### src/rtl/key_encoder_if.sv
// Key encoder bus: raw key levels in, encoded/debounced key status out.
interface key_encoder_if;
  logic [7:0] key_in;
  logic [2:0] code;
  logic       valid;
  logic       key_evt;
  logic [7:0] press_cnt;

  // Key source side (board / testbench)
  modport master (
    output key_in,
    input  code,
    input  valid,
    input  key_evt,
    input  press_cnt
  );

  // Encoder side
  modport slave (
    input  key_in,
    output code,
    output valid,
    output key_evt,
    output press_cnt
  );
endinterface

### src/rtl/key_encoder.sv
// Sequential 8-to-3 priority key encoder: 2-flop synchronizer, whole-vector
// debounce, then a registered encode stage producing code/valid, a one-cycle
// press event and a wrapping press counter.
module key_encoder #(
  parameter int unsigned DB_CYCLES = 500000,
  parameter int unsigned CNT_W     = 20
) (
  input logic          clk,
  input logic          rst,
  key_encoder_if.slave bus
);

  localparam logic [CNT_W-1:0] DB_LAST = CNT_W'(DB_CYCLES - 1);

  // Synchronizer and debounce state
  logic [7:0]       sync1_q, sync2_q;
  logic [7:0]       cand_q, cand_d;
  logic [7:0]       stable_q, stable_d;
  logic [CNT_W-1:0] cnt_q, cnt_d;

  // Output stage state; stable_dly_q is the debounced vector one cycle late,
  // used to spot newly set bits.
  logic [7:0] stable_dly_q;
  logic [2:0] code_q, code_d;
  logic       valid_q, valid_d;
  logic       key_evt_q, key_evt_d;
  logic [7:0] press_cnt_q, press_cnt_d;
  logic [2:0] top_idx;

  // Two-flop synchronizer; key_in is never used combinationally.
  always_ff @(posedge clk or posedge rst) begin
    if (rst) begin
      sync1_q <= '0;
      sync2_q <= '0;
    end else begin
      sync1_q <= bus.key_in;
      sync2_q <= sync1_q;
    end
  end

  // Debounce: any change restarts the count; stable only ever takes a
  // candidate that has held for DB_CYCLES consecutive cycles.
  always_comb begin
    cand_d   = cand_q;
    stable_d = stable_q;
    cnt_d    = cnt_q;
    if (sync2_q != cand_q) begin
      cand_d = sync2_q;
      cnt_d  = '0;
    end else if (cand_q != stable_q) begin
      if (cnt_q == DB_LAST) begin
        stable_d = cand_q;
        cnt_d    = '0;
      end else begin
        cnt_d = cnt_q + 1'b1;
      end
    end else begin
      cnt_d = '0;
    end
  end

  // Highest set bit of the debounced vector wins.
  always_comb begin
    top_idx = 3'd0;
    for (int i = 0; i < 8; i++) begin
      if (stable_q[i]) top_idx = 3'(i);
    end
  end

  // Output next-state: outputs follow stable one edge later; code holds
  // when nothing is pressed; an event needs at least one newly set bit.
  always_comb begin
    valid_d     = |stable_q;
    code_d      = (|stable_q) ? top_idx : code_q;
    key_evt_d   = |(stable_q & ~stable_dly_q);
    press_cnt_d = press_cnt_q + {7'd0, key_evt_d};
  end

  // Debounce and output registers.
  always_ff @(posedge clk or posedge rst) begin
    if (rst) begin
      cand_q       <= '0;
      stable_q     <= '0;
      cnt_q        <= '0;
      stable_dly_q <= '0;
      code_q       <= 3'd0;
      valid_q      <= 1'b0;
      key_evt_q    <= 1'b0;
      press_cnt_q  <= 8'd0;
    end else begin
      cand_q       <= cand_d;
      stable_q     <= stable_d;
      cnt_q        <= cnt_d;
      stable_dly_q <= stable_q;
      code_q       <= code_d;
      valid_q      <= valid_d;
      key_evt_q    <= key_evt_d;
      press_cnt_q  <= press_cnt_d;
    end
  end

  assign bus.code      = code_q;
  assign bus.valid     = valid_q;
  assign bus.key_evt   = key_evt_q;
  assign bus.press_cnt = press_cnt_q;

endmodule

### src/flat_wrapper.sv
// flat-port wrapper written by rule: the top's interface ports become plain ports
module key_encoder_flat 
#(
  parameter int unsigned DB_CYCLES = 500000,
  parameter int unsigned CNT_W     = 20
)
  (clk, rst, bus_key_in, bus_code, bus_valid, bus_key_evt, bus_press_cnt);
  key_encoder_if bus_i ();
  input logic clk;
  input logic rst;
  input wire logic [$bits(bus_i.key_in)-1:0] bus_key_in;
  output wire logic [$bits(bus_i.code)-1:0] bus_code;
  output wire logic [$bits(bus_i.valid)-1:0] bus_valid;
  output wire logic [$bits(bus_i.key_evt)-1:0] bus_key_evt;
  output wire logic [$bits(bus_i.press_cnt)-1:0] bus_press_cnt;
  assign bus_i.key_in = bus_key_in;
  assign bus_code = bus_i.code;
  assign bus_valid = bus_i.valid;
  assign bus_key_evt = bus_i.key_evt;
  assign bus_press_cnt = bus_i.press_cnt;
  key_encoder #(.DB_CYCLES(DB_CYCLES), .CNT_W(CNT_W)) u_core (.clk(clk), .rst(rst), .bus(bus_i));
endmodule
### config.mk
export PLATFORM = sky130hd
export DESIGN_NAME = key_encoder_flat
export DESIGN_NICKNAME = d
export VERILOG_FILES = /design/src/rtl/key_encoder_if.sv /design/src/rtl/key_encoder.sv /design/src/flat_wrapper.sv
export SDC_FILE = /design/constraint.sdc
export NUM_CORES = 1
export LEC_CHECK = 0
export CORE_MARGIN = 10
export CORE_UTILIZATION = 45
export DETAILED_ROUTE_END_ITERATION = 8
export REMOVE_ABC_BUFFERS = 1
export SYNTH_ARGS = -nofsm -noshare
export SYNTH_HDL_FRONTEND = slang
export SYNTH_SLANG_ARGS = --single-unit
### constraint.sdc
create_clock -name clk -period 3.9 [get_ports clk]
set_clock_uncertainty 0.15 [all_clocks]
set_input_delay 0.78 -clock clk [delete_from_list [all_inputs] [get_ports clk]]
set_output_delay 0.78 -clock clk [all_outputs]
set_load 0.02 [all_outputs]
-- Word level (Yosys, flattened, before mapping)
Index checks and enable logic that the tools add are counted.
- flip-flop bits (word level): 73
- input bits: 10
- output and inout bits: 13
- logic and storage cells: 31
- add/sub/neg operators: 2
- equality and inequality tests: 3
- muxes and demuxes: 10
- bitwise gates (word level): 3
- reduce and logical (&&, ||, !) cells: 3
- operator list (cell ; count):
    2-to-1 mux 20 bit ; 3
    adder 20 x 1 -> 20 bit (second input constant) ; 1
    equality test 20 x 19 -> 1 bit (second input constant) ; 1
    inequality test 8 bit ; 2
    OR reduction 8 bit ; 2
    2-to-1 mux 3 bit ; 4
    adder 8 x 1 -> 8 bit ; 1
    bitwise AND 8 bit ; 1
    inverter 8 bit ; 1
    2-to-1 mux 2 bit ; 2
    AND reduction 3 bit ; 1
    2-to-1 mux 1 bit ; 1
    inverter 1 bit ; 1

-- Longest topological paths before layout
- depth in word-level cells: 7
- mapped depth: 8
- depth with buffers taken out: 8

-- Worst setup path before layout
OpenSTA, ideal clock, no wires.
- kind: register to register
- start: register u_core.stable_q[4]
- end: register u_core.press_cnt_q[6], in the netlist u_core.bus.press_cnt[6]
- setup time: 0.129 ns
- arrival: 1.834 ns
- data required time: 3.621 ns
- slack: 1.786 ns
- cell stages (with the launch flop): 9
- path buffers: 0
- period minus slack after synthesis: 2.114 ns
- cell sequence: dfrtp_1 inv_1 o22ai_1 or4_1 ha_1 ha_1 and3_1 nand3_1 xnor2_1
- word-level cells in the longest chain between the ends: 3
- ends and longest elaborated chain (element ; line ; text):
    from (decl) ; key_encoder.sv:18 ; logic [7:0] stable_q, stable_d;
    from (signal assigned) ; key_encoder.sv:92 ; stable_q <= stable_d;
    bitwise AND 8 bit ; key_encoder.sv:75 ; key_evt_d = |(stable_q & ~stable_dly_q);
    OR reduction 8 bit ; key_encoder.sv:75 ;
    named net u_core.key_evt_d ; key_encoder.sv:26 ; logic key_evt_q, key_evt_d;
    adder 8 x 1 -> 8 bit ; key_encoder.sv:76 ; press_cnt_d = press_cnt_q + {7'd0, key_evt_d};
    named net u_core.press_cnt_d[6] ; key_encoder.sv:27 ; logic [7:0] press_cnt_q, press_cnt_d;
    to (signal assigned) ; key_encoder.sv:98 ; press_cnt_q <= press_cnt_d;
    to (decl) ; key_encoder.sv:27 ;
The timed path passes the listed nets, and every way through them passes these cells.
A chain may end at the register's enable or synchronous reset.

-- Worst setup path after layout
- start: register u_core.press_cnt_q[5], in the netlist u_core.bus.press_cnt[5]
- end: output port bus_press_cnt[5]
- RTL lines (element ; line ; text):
    to (decl) ; flat_wrapper.sv:15 ; output wire logic [$bits(bus_i.press_cnt)-1:0] bus_press_cnt;
No word-level cell between the ends.

==> results.sh <==
export IMPL_drt_pass1_iter_count=4
export IMPL_p_clk_share_pct=47.2
export IMPL_ys_async_sr_fraction_pct=100
export IMPL_syn_avg_cell_area_sq_um=12.4
export IMPL_p_int_mw=1.25
export IMPL_grt_pass1_wl_um=8000
export IMPL_yosysSeqAreaShare_pct=62.6
export IMPL_rows=29
export IMPL_vias_per_cell=4.90
export IMPL_ir_drop_v=0.000386
export IMPL_dr_total_vias=1667
export IMPL_critPathLaunchType="flip-flop"
export IMPL_r2r_cells=8
export IMPL_synth_top_cell_by_area="dfrtp_1"
export IMPL_setup_viol=0
export IMPL_start_util_pct=46.2
export IMPL_antenna_left=0
export IMPL_yosys_cell_types_count=31
export IMPL_cts_buffers=9
export IMPL_final_common_cell="dfrtp_1"
export IMPL_die_x_um=101
export IMPL_ctsResizeCount=0
export IMPL_slowest_stage="clkdlybuf4s50_1"
export IMPL_critPathMaxFanout=4
export IMPL_clock_path_buffers=2
export IMPL_wl_per_cell_um=13.3
export IMPL_p_sw_share_pct=19.1
export IMPL_fmax_mhz=432
export IMPL_hold_end="u_core.sync2_q[5]"
export IMPL_seq_area_sq_um=1830
export IMPL_dp_cells=324
export IMPL_min_period_ns=2.32
export IMPL_whs_path_depth=0
export IMPL_root_buffer="clkbuf_8"
export IMPL_dieArea_sq_um=10100
export IMPL_drt_wl_total_um=4510
export IMPL_finalNonFillerCells=340
export IMPL_drive_gt1_share_pct=11.8
export IMPL_io_pins=23
export IMPL_antenna_found_initial=0
export IMPL_crit_arrival_ns=1.39
export IMPL_slowest_delay_ns=0.63
export IMPL_grt_usage_pct=9.91
export IMPL_rr_endpoint="u_core.bus.press_cnt[6]"
export IMPL_cts_tree="done"
export IMPL_gp_congestion=0.737
export IMPL_switchingPower_mw=0.295
export IMPL_crit_family="buffers and inverters"
export IMPL_grt_ovfl_total=0
export IMPL_ys_flop_type="dfrtp_1"
export IMPL_netlist_instances=236
export IMPL_hold_path_class="flip-flop to flip-flop"
export IMPL_cts_htree_levels=3
export IMPL_synth_top_cell_area_share_pct=62.6
export IMPL_worst_pin_slew_ns=0.673
export IMPL_remaining_drc_errors=0
export IMPL_relSlewSlack_pct=55.1
export IMPL_area_delta_synth_final_pct=17.9
export IMPL_port_buffers=22
export IMPL_synth_edff_count=0
export IMPL_ff2ff_setup_slack_ns=1.62
export IMPL_cp_required_ns=2.97
export IMPL_core_area_sq_um=6310
export IMPL_path_depth=1
export IMPL_cts_sinks=73
export IMPL_worstSetupPathType="flip-flop to output port"
export IMPL_r2r_start="u_core.stable_q[5]"
export IMPL_hold_path_startpoint="u_core.sync1_q[5]"
export IMPL_path_buf_inv=1
export IMPL_synth_area_sq_um=2920
export IMPL_final_cell_mix="dfrtp_1 (73), xnor2_1 (26), clkdlybuf4s50_1 (22)"
export IMPL_cts_repair_timing_setup_buffer_count=0
export IMPL_clk_latency_ns=0.34
export IMPL_grt_max_degree=74
export IMPL_synth_area_leaders="dfrtp_1 (63%), xnor2_1 (7.8%), xor2_1 (4.2%)"
export IMPL_fin_crit_sh_pct=59.4
export IMPL_drv_slew=0
export IMPL_cts_clk_slew_worst_paths_ns=0.08
export IMPL_final_core_util_pct=54.5
export IMPL_drt_iter0_markers=42
export IMPL_hpwl_um=2980
export IMPL_worstPathCellList="clkdlybuf4s50_1"
export IMPL_worst_setup_path_end_kind="output port"
export IMPL_powerDensity_nw_per_um2=449
export IMPL_leakage_nw=1.50
export IMPL_finalPower_mw=1.54
export IMPL_nets=271
export IMPL_finalSetupTns_ns=0
export IMPL_combPwrFrac_pct=2.4
export IMPL_fp_dieH_um=101
export IMPL_multi_input_area_sq_um=965
export IMPL_yosys_warnings=0
export IMPL_power_frac_seq_pct=50.4
export IMPL_first_global_vias=1687
export IMPL_grt_setup_unrepaired="no"
export IMPL_antenna_cells=0
export IMPL_status="finished clean"
export IMPL_ys_seq_elements=73
export IMPL_fill_cells=565
export IMPL_drv_cap=0
export IMPL_holdBufCountCts=0
export IMPL_hold_viol=0
-- final cells by class --
class / count / share of cell area (%)
well taps: 77 / 2.80
flip-flops and latches: 73 / 53.1
clock inverters: 4 / 2.87
inverters: 15 / 1.64
clock buffers: 12 / 4.51
multi-input cells: 136 / 28.1
repair buffers: 23 / 6.99
-- power by group through the flow --
stage | Clock [mW] | Sequential (mW) | Combinational, mW
floorplan | 0 | 0.791 | 0.0209
global placement | 0 | 0.792 | 0.0379
detailed placement | 0 | 0.793 | 0.0379
CTS | 0.749 | 0.778 | 0.0381
global route | 0.785 | 0.779 | 0.0422
finish | 0.728 | 0.778 | 0.0364
-- sequential cells by signal, indices dropped and copies added, names as in the netlist --
| register | count |
|---|---|
| u_core.bus.code | 3 |
| u_core.bus.key_evt | 1 |
| u_core.bus.press_cnt | 8 |
| u_core.bus.valid | 1 |
| u_core.cand_q | 8 |
| u_core.cnt_q | 20 |
| u_core.stable_dly_q | 8 |
| u_core.stable_q | 8 |
| u_core.sync1_q | 8 |
| u_core.sync2_q | 8 |
-- per-stage QoR --
step	hold slack, ns	instance area, sq um	setup WS, ns
3_3_place_gp	0.182	3180	1.63
4_1_cts	0.194	3440	1.55
5_1_grt	0.200	3440	1.47
3_5_place_dp	0.185	3180	1.61
2_1_floorplan	0.181	2850	1.12
6_report	0.191	3440	1.58
-- cell usage after synthesis (3+ instances only) --
library cell and number:
xnor2_1 26, inv_1 15, ha_1 3, dfrtp_1 73
buf_6 3, xor2_1 14, clkbuf_1 8, nor3_1 7
mux2_4 8, nand2_1 11, o22ai_1 4, nor2_2 3
nor4_1 6, nand3_1 7, nand4_1 6, nor2_1 21
-- per-layer routing --
metal  up-vias  track usage, %  wire, um
met5         -               0         0
met4         0            5.22        87
met3         7            4.18       271
met2        34            13.7      1930
met1       811            12.8      2220
li1        815               -         -
-- cell families (layout without fill, tap and decap cells) --
| family | after synthesis | count (layout) | share of synthesized area [%] |
|---|---|---|---|
| AOI/OAI and AO/OA | 10 | 10 | 2.06 |
| xor gates and xnor gates | 40 | 40 | 12.0 |
| adders and majority gates | 3 | 3 | 1.29 |
| buffers and inverters | 27 | 54 | 4.29 |
| DFF | 73 | 73 | 62.6 |
| muxes | 8 | 8 | 4.12 |
| and+or+nand+nor | 75 | 75 | 13.6 |
-- how the worst max path moves through the flow --
stage,from,to,slack (ns)
after global routing,u_core.stable_q[5],u_core.bus.press_cnt[6],1.47
after detailed placement,u_core.stable_q[5],u_core.bus.press_cnt[6],1.61
after CTS,u_core.bus.press_cnt[4],bus_press_cnt[4],1.55
final,u_core.bus.press_cnt[5],bus_press_cnt[5],1.58
after global placement,u_core.stable_q[5],u_core.bus.press_cnt[6],1.63
after floorplan,rst,u_core.bus.code[0],1.12
No activity file was read; power rests on OpenSTA's default activity.
==> RTL change 1, RTL diff (same flow settings) <==
`CNT_W` is set to 20 in 2 places; all go to 30.
--- a/src/rtl/key_encoder.sv
+++ b/src/rtl/key_encoder.sv
@@ -3,7 +3,7 @@
 // press event and a wrapping press counter.
 module key_encoder #(
   parameter int unsigned DB_CYCLES = 500000,
-  parameter int unsigned CNT_W     = 20
+  parameter int unsigned CNT_W     = 30
 ) (
   input logic          clk,
   input logic          rst,
--- a/src/flat_wrapper.sv
+++ b/src/flat_wrapper.sv
@@ -2,7 +2,7 @@
 module key_encoder_flat 
 #(
   parameter int unsigned DB_CYCLES = 500000,
-  parameter int unsigned CNT_W     = 20
+  parameter int unsigned CNT_W     = 30
 )
   (clk, rst, bus_key_in, bus_code, bus_valid, bus_key_evt, bus_press_cnt);
   key_encoder_if bus_i ();
Behaviour: same outputs for any inputs over 10 cycles, from zero or initial values and one cycle with rst high; that may be too few to reach the edited logic, so the function may still have changed.
==> RTL change 1 against the original RTL <==
  * Synthesized area is 19% higher
  * Utilization down 0.67 points
  * Critical path depth did not move
  * Cell count grew 24%
  * Clock power is 13% lower
  * Non-clock buffer count stayed put
  * Routed wire length rose by 27%
  * Sequential cell count grew 10
  * Final area grew 15%
  * Power increased by 0.40%
  * Hold slack better by 12 ps
  * Setup slack gained 11 ps
  * Via count is 27% higher
  * Sequential power increased by 13%
==> RTL change 1: results (changes against the original RTL) <==
Worst path max stage delay: 630 ps (about the same)
Unique masters post-synth: 36 (was 31)
Biggest register: u_core.cnt_q (unchanged)
Hold_sp: u_core.sync1_q[2] (was u_core.sync1_q[5])
I/O Buffers: 22 (unchanged)
Crit-path slowest cell: clkdlybuf4s50_1 (unchanged)
Post-DP HPWL: 3930 µm (was 2980 µm)
# H-tree levels: 3 (unchanged)
Skew-Pair Late Insertion Delay: 340 ps (about the same)
Prevailing post-synth register cell: dfrtp_1 (unchanged)
Iter 0 DRT Violations: 48 (was 42)
Overall Global Routing Usage: 0.107 (was 0.0991)
Largest net degree at the start of global routing: 65 (was 74)
Layout cells sized above 1: 0.131 (was 0.118)
Placer congestion estimate: 0.744 (was 0.737)
Synth Area per Inst: 11.7 µm² (was 12.4 µm²)
Final Cycle Share: 0.591 (was 0.594)
Worst Path Max Fanout: 4 (unchanged)
Leak: 0.00167 µW (was 0.00150 µW)
Initial antenna violation count: 0 (unchanged)
Total setup buffers inserted after CTS: 0 (unchanged)
Seq/Total Area, Yosys: 0.598 (was 0.626)
First-pass GRT wire length: 10,100 µm (was 8000 µm)
Root Driver: clkbuf_8 (unchanged)
Placed cell area: 3760 µm² (was 3180 µm²)
Synth Warn #: 0 (unchanged)
Post-layout util: 0.538 (was 0.545)
Synth top area cells: dfrtp_1 (60%), xnor2_1 (9.1%), nor2_1 (3.9%), xor2_1 (3.3%), mux2_2 (2.6%) (was dfrtp_1 (63%), xnor2_1 (7.8%), xor2_1 (4.2%), mux2_4 (4.1%), nor2_1 (2.7%))
Ys async rst share: 1.00 (unchanged)
Clk buf depth: 2 (unchanged)
Detailed Routing Iterations Pass 1: 4 (unchanged)
Post-synth top cells: dfrtp_1 (83), nor2_1 (36), xnor2_1 (36) (was dfrtp_1 (73), xnor2_1 (26), nor2_1 (21))
Data arrival, critical path: 1380 ps
Family with the most delay on the worst path: buffers and inverters (unchanged)
TritonCTS Buffers: 9 (unchanged)
Slew Limit Headroom: 0.283 (was 0.551)
# DRC: 0 (unchanged)
Via count: 2,111 (was 1,667)
Max reg flops: 30 (was 20)
Hold_ws: 203 ps (was 191 ps)
Vias per cell: 5.03 (was 4.90)
Status: complete, no violations (unchanged)
Dpl cells: 404 (was 324)
Worst Setup SP: u_core.bus.press_cnt[4] (was u_core.bus.press_cnt[5])
FILL cells: 648 (was 565)
PostCTS Resize Cnt: 0 (unchanged)
Routed len/inst: 13.6 µm (was 13.3 µm)
CTS clk-pin slew, worst paths: 80 ps (about the same)
Hold Path Class: reg2reg (unchanged)
Antenna cell count: 0 (unchanged)
Reg2reg start: u_core.stable_q[5] (unchanged)
Maximum VDD drop: 0.207 mV (was 0.386 mV)
# nets final: 329 (was 271)
R2r setup slk: 1630 ps
DP Worst Slack: 1450 ps (was 1610 ps)
==> RTL change 1: cell count changes in the layout (fill, tap and decap cells not counted), sizes merged, moves of 2 or more <==
cell    change
and4        +2
bufinv      -2
clkbuf      -3
dfrtp      +10
inv         +5
nand2       +3
nand3       +6
nor2       +14
nor3        +3
nor4        +6
or4         +2
xnor2      +10
==> RTL change 1: metal layers <==
metal	routed length, µm	global-route usage	share of wire	vias to the layer above
met5	0	0	0	-
met4	84	0.0487	0.015	0
met3	253	0.0317	0.044	9
met2	2550	0.159	0.45	26
met1	2840	0.141	0.50	1042
li1	-	-	-	1034
==> RTL change 1: final timing paths <==
path / endpoint / depth (start not counted)
worst max-delay path: bus_press_cnt[4] / 1
worst min-delay path: u_core.sync2_q[2] / 0
worst max register to register: u_core.bus.press_cnt[6] / 8
worst min register to register: u_core.sync2_q[2] / 0
max in group asynchronous: u_core.cand_q[3] / 3
min in group asynchronous: u_core.bus.press_cnt[6] / 2
==> RTL change 1: power by group <==
part           total (µW)  internal (µW)  switching [µW]
Sequential            881            872            8.69
Combinational        36.6           15.2            21.4
Clock                 631            308             323
==> RTL change 1: cells by family after synthesis <==
family                     after synthesis  synth area share
xor gates and xnor gates                49             0.123
buffers and inverters                   30            0.0374
and+or+nand+nor                        111             0.184
AOI/OAI and AO/OA                       12            0.0209
adders and majority gates                3            0.0108
DFF                                     83             0.598
muxes                                    8            0.0259
==> RTL change 1: layout make-up <==
cell class	count	area share
Inverter	16	0.0155
Multi-Input combinational cell	183	0.320
Clock buffer	9	0.0313
Clock inverter	7	0.0205
Sequential cell	83	0.524
Tap cell	99	0.0313
Timing Repair Buffer	23	0.0574
==> RTL change 2, RTL diff (same flow settings) <==
Made on the original files. Make the reset (`rst`) synchronous in 2 clocked blocks.
--- a/src/rtl/key_encoder.sv
+++ b/src/rtl/key_encoder.sv
@@ -28,7 +28,7 @@
   logic [2:0] top_idx;
 
   // Two-flop synchronizer; key_in is never used combinationally.
-  always_ff @(posedge clk or posedge rst) begin
+  always_ff @(posedge clk) begin
     if (rst) begin
       sync1_q <= '0;
       sync2_q <= '0;
@@ -77,7 +77,7 @@
   end
 
   // Debounce and output registers.
-  always_ff @(posedge clk or posedge rst) begin
+  always_ff @(posedge clk) begin
     if (rst) begin
       cand_q       <= '0;
       stable_q     <= '0;
Check against the original RTL: no difference found for any inputs over 10 cycles, from zero or initial values and one cycle with rst high; that may be too few to reach the edited logic, so the function may still have changed.
==> RTL change 2 against the original RTL <==
  * Utilization is 0.72 points higher
  * Setup slack lost 18 ps
  * Clock power fell by 8.2%
  * First-iteration DRC count rose by 81%
  * Power down 4.8%
  * Routed wire length is 8.2% higher
  * Final area shrank 3.9%
  * Critical endpoint is now bus_press_cnt[3]
  * Sequential cell count stayed put
  * Synthesized cell count increased by 20%
  * Synthesized area fell by 3.9%
  * Maximum frequency decreased by 0.75%
  * Largest cell class unchanged
==> RTL change 2: results (changes against the original RTL) <==
Status: complete, no violations (unchanged)
Seq/Total Area, Yosys: 0.521 (was 0.626)
Cells on worst reg2reg path: 4 (was 8)
Post-DP HPWL: 3410 µm (was 2980 µm)
Ys async rst share: 0 (was 1.00)
R2R Path End: u_core.cnt_q[10] (was u_core.bus.press_cnt[6])
Hold worst-path end: u_core.sync2_q[0] (was u_core.sync2_q[5])
Overall Global Routing Usage: 0.106 (was 0.0991)
Unique masters post-synth: 37 (was 31)
Synth Area in Adders: 0.0134 (was 0.0129)
Total setup buffers inserted after CTS: 0 (unchanged)
Biggest register: u_core.cnt_q (unchanged)
Reg2reg start: u_core.cnt_q[14] (was u_core.stable_q[5])
Switching share of total power: 0.204 (was 0.191)
Worst Path Max Fanout: 5 (was 4)
Mux cell area share after synthesis: 0.0321 (was 0.0412)
First-pass GRT wire length: 8440 µm (was 8000 µm)
Post-synth top cells: dfxtp_1 (73), nor2_1 (43), nor2b_1 (36) (was dfrtp_1 (73), xnor2_1 (26), nor2_1 (21))
Final Cycle Share: 0.599 (was 0.594)
Vias per cell: 4.77 (was 4.90)
Prevailing post-synth register cell: dfxtp_1 (was dfrtp_1)
Layout cells sized above 1: 0.0955 (was 0.118)
Synth top area cells: dfxtp_1 (52%), nor2b_1 (8.0%), xnor2_1 (6.9%), nor2_1 (5.8%), xor2_1 (5.6%) (was dfrtp_1 (63%), xnor2_1 (7.8%), xor2_1 (4.2%), mux2_4 (4.1%), nor2_1 (2.7%))
Hold_sp: u_core.sync1_q[0] (was u_core.sync1_q[5])
# nets final: 322 (was 271)
Initial antenna violation count: 0 (unchanged)
Post-synthesis xor/xnor area fraction: 0.125 (was 0.120)
Leak: 0.00121 µW (was 0.00150 µW)
Crit-path slowest cell: clkdlybuf4s50_1 (unchanged)
Routed len/inst: 12.5 µm (was 13.3 µm)
Iter 0 DRT Violations: 76 (was 42)
Maximum VDD drop: 0.248 mV (was 0.386 mV)
Placer congestion estimate: 0.857 (was 0.737)
Antenna cell count: 0 (unchanged)
Largest net degree at the start of global routing: 54 (was 74)
Slew of the pin with the lowest slew margin: 771 ps (was 673 ps)
Synth Area in Compound Gates: 0.0295 (was 0.0206)
Via count: 1,855 (was 1,667)
Number of global-route vias before repair: 1,790 (was 1,687)
Synth Area per Inst: 9.87 µm² (was 12.4 µm²)
WHS Path Cells: 1 (was 0)
Max reg flops: 20 (unchanged)
Setup_tns: 0 ps (unchanged)
Dpl cells: 373 (was 324)
# H-tree levels: 3 (unchanged)
RTL change 2: area by class of cell:
cell class	count	area, µm²
fillers	545	2690
flip-flops and latches	73	1460
multi-input cells	191	1260
repair buffers	23	223
clock buffers	11	151
well taps	75	93.8
clock inverters	5	77.6
inverters	11	41.3
RTL change 2: kinds of logic after synthesis:
group | Yosys count
muxes | 8
and+or+nand+nor | 128
xor gates and xnor gates | 40
DFF | 73
adders and majority gates | 3
AOI/OAI and AO/OA | 12
buffers and inverters | 20
RTL change 2: through the flow:
stage / setup WS (ps) / util / hold slack (ps) / cell area [µm²] / total power [µW]
after floorplan: 1910 / - / 264 / 2760 / 796
after global placement: 1650 / 0.514 / 267 / 3080 / 818
after detailed placement: 1590 / 0.514 / 271 / 3080 / 819
after CTS: 1540 / 0.552 / 289 / 3310 / 1490
after global routing: 1420 / 0.552 / 309 / 3310 / 1520
final: 1570 / 0.552 / 288 / 3310 / 1470
RTL change 2: power groups by stage:
| stage | Sequential (µW) | Clock, µW | Combinational, µW |
|---|---|---|---|
| floorplan | 777 | 0 | 19.4 |
| global placement | 778 | 0 | 40.2 |
| detailed placement | 778 | 0 | 40.4 |
| CTS | 761 | 685 | 40.5 |
| global route | 762 | 715 | 43.9 |
| finish | 761 | 668 | 39.5 |
RTL change 2: worst max path at each step:
stage                                        from               end
after global placement           u_core.cnt_q[14]  u_core.cnt_q[10]
after detailed placement         u_core.cnt_q[14]  u_core.cnt_q[17]
after CTS                 u_core.bus.press_cnt[3]  bus_press_cnt[3]
final                     u_core.bus.press_cnt[3]  bus_press_cnt[3]
after floorplan                  u_core.cnt_q[14]  u_core.cnt_q[10]
after global routing             u_core.cnt_q[14]  u_core.cnt_q[10]
RTL change 2: routing by layer:
| layer | part of all wire | global-route usage | vias to the layer above |
|---|---|---|---|
| met4 | 0.022 | 0.0695 | 0 |
| met5 | 0 | 0 | - |
| met3 | 0.047 | 0.0356 | 9 |
| li1 | - | - | 990 |
| met2 | 0.40 | 0.146 | 29 |
| met1 | 0.53 | 0.137 | 827 |
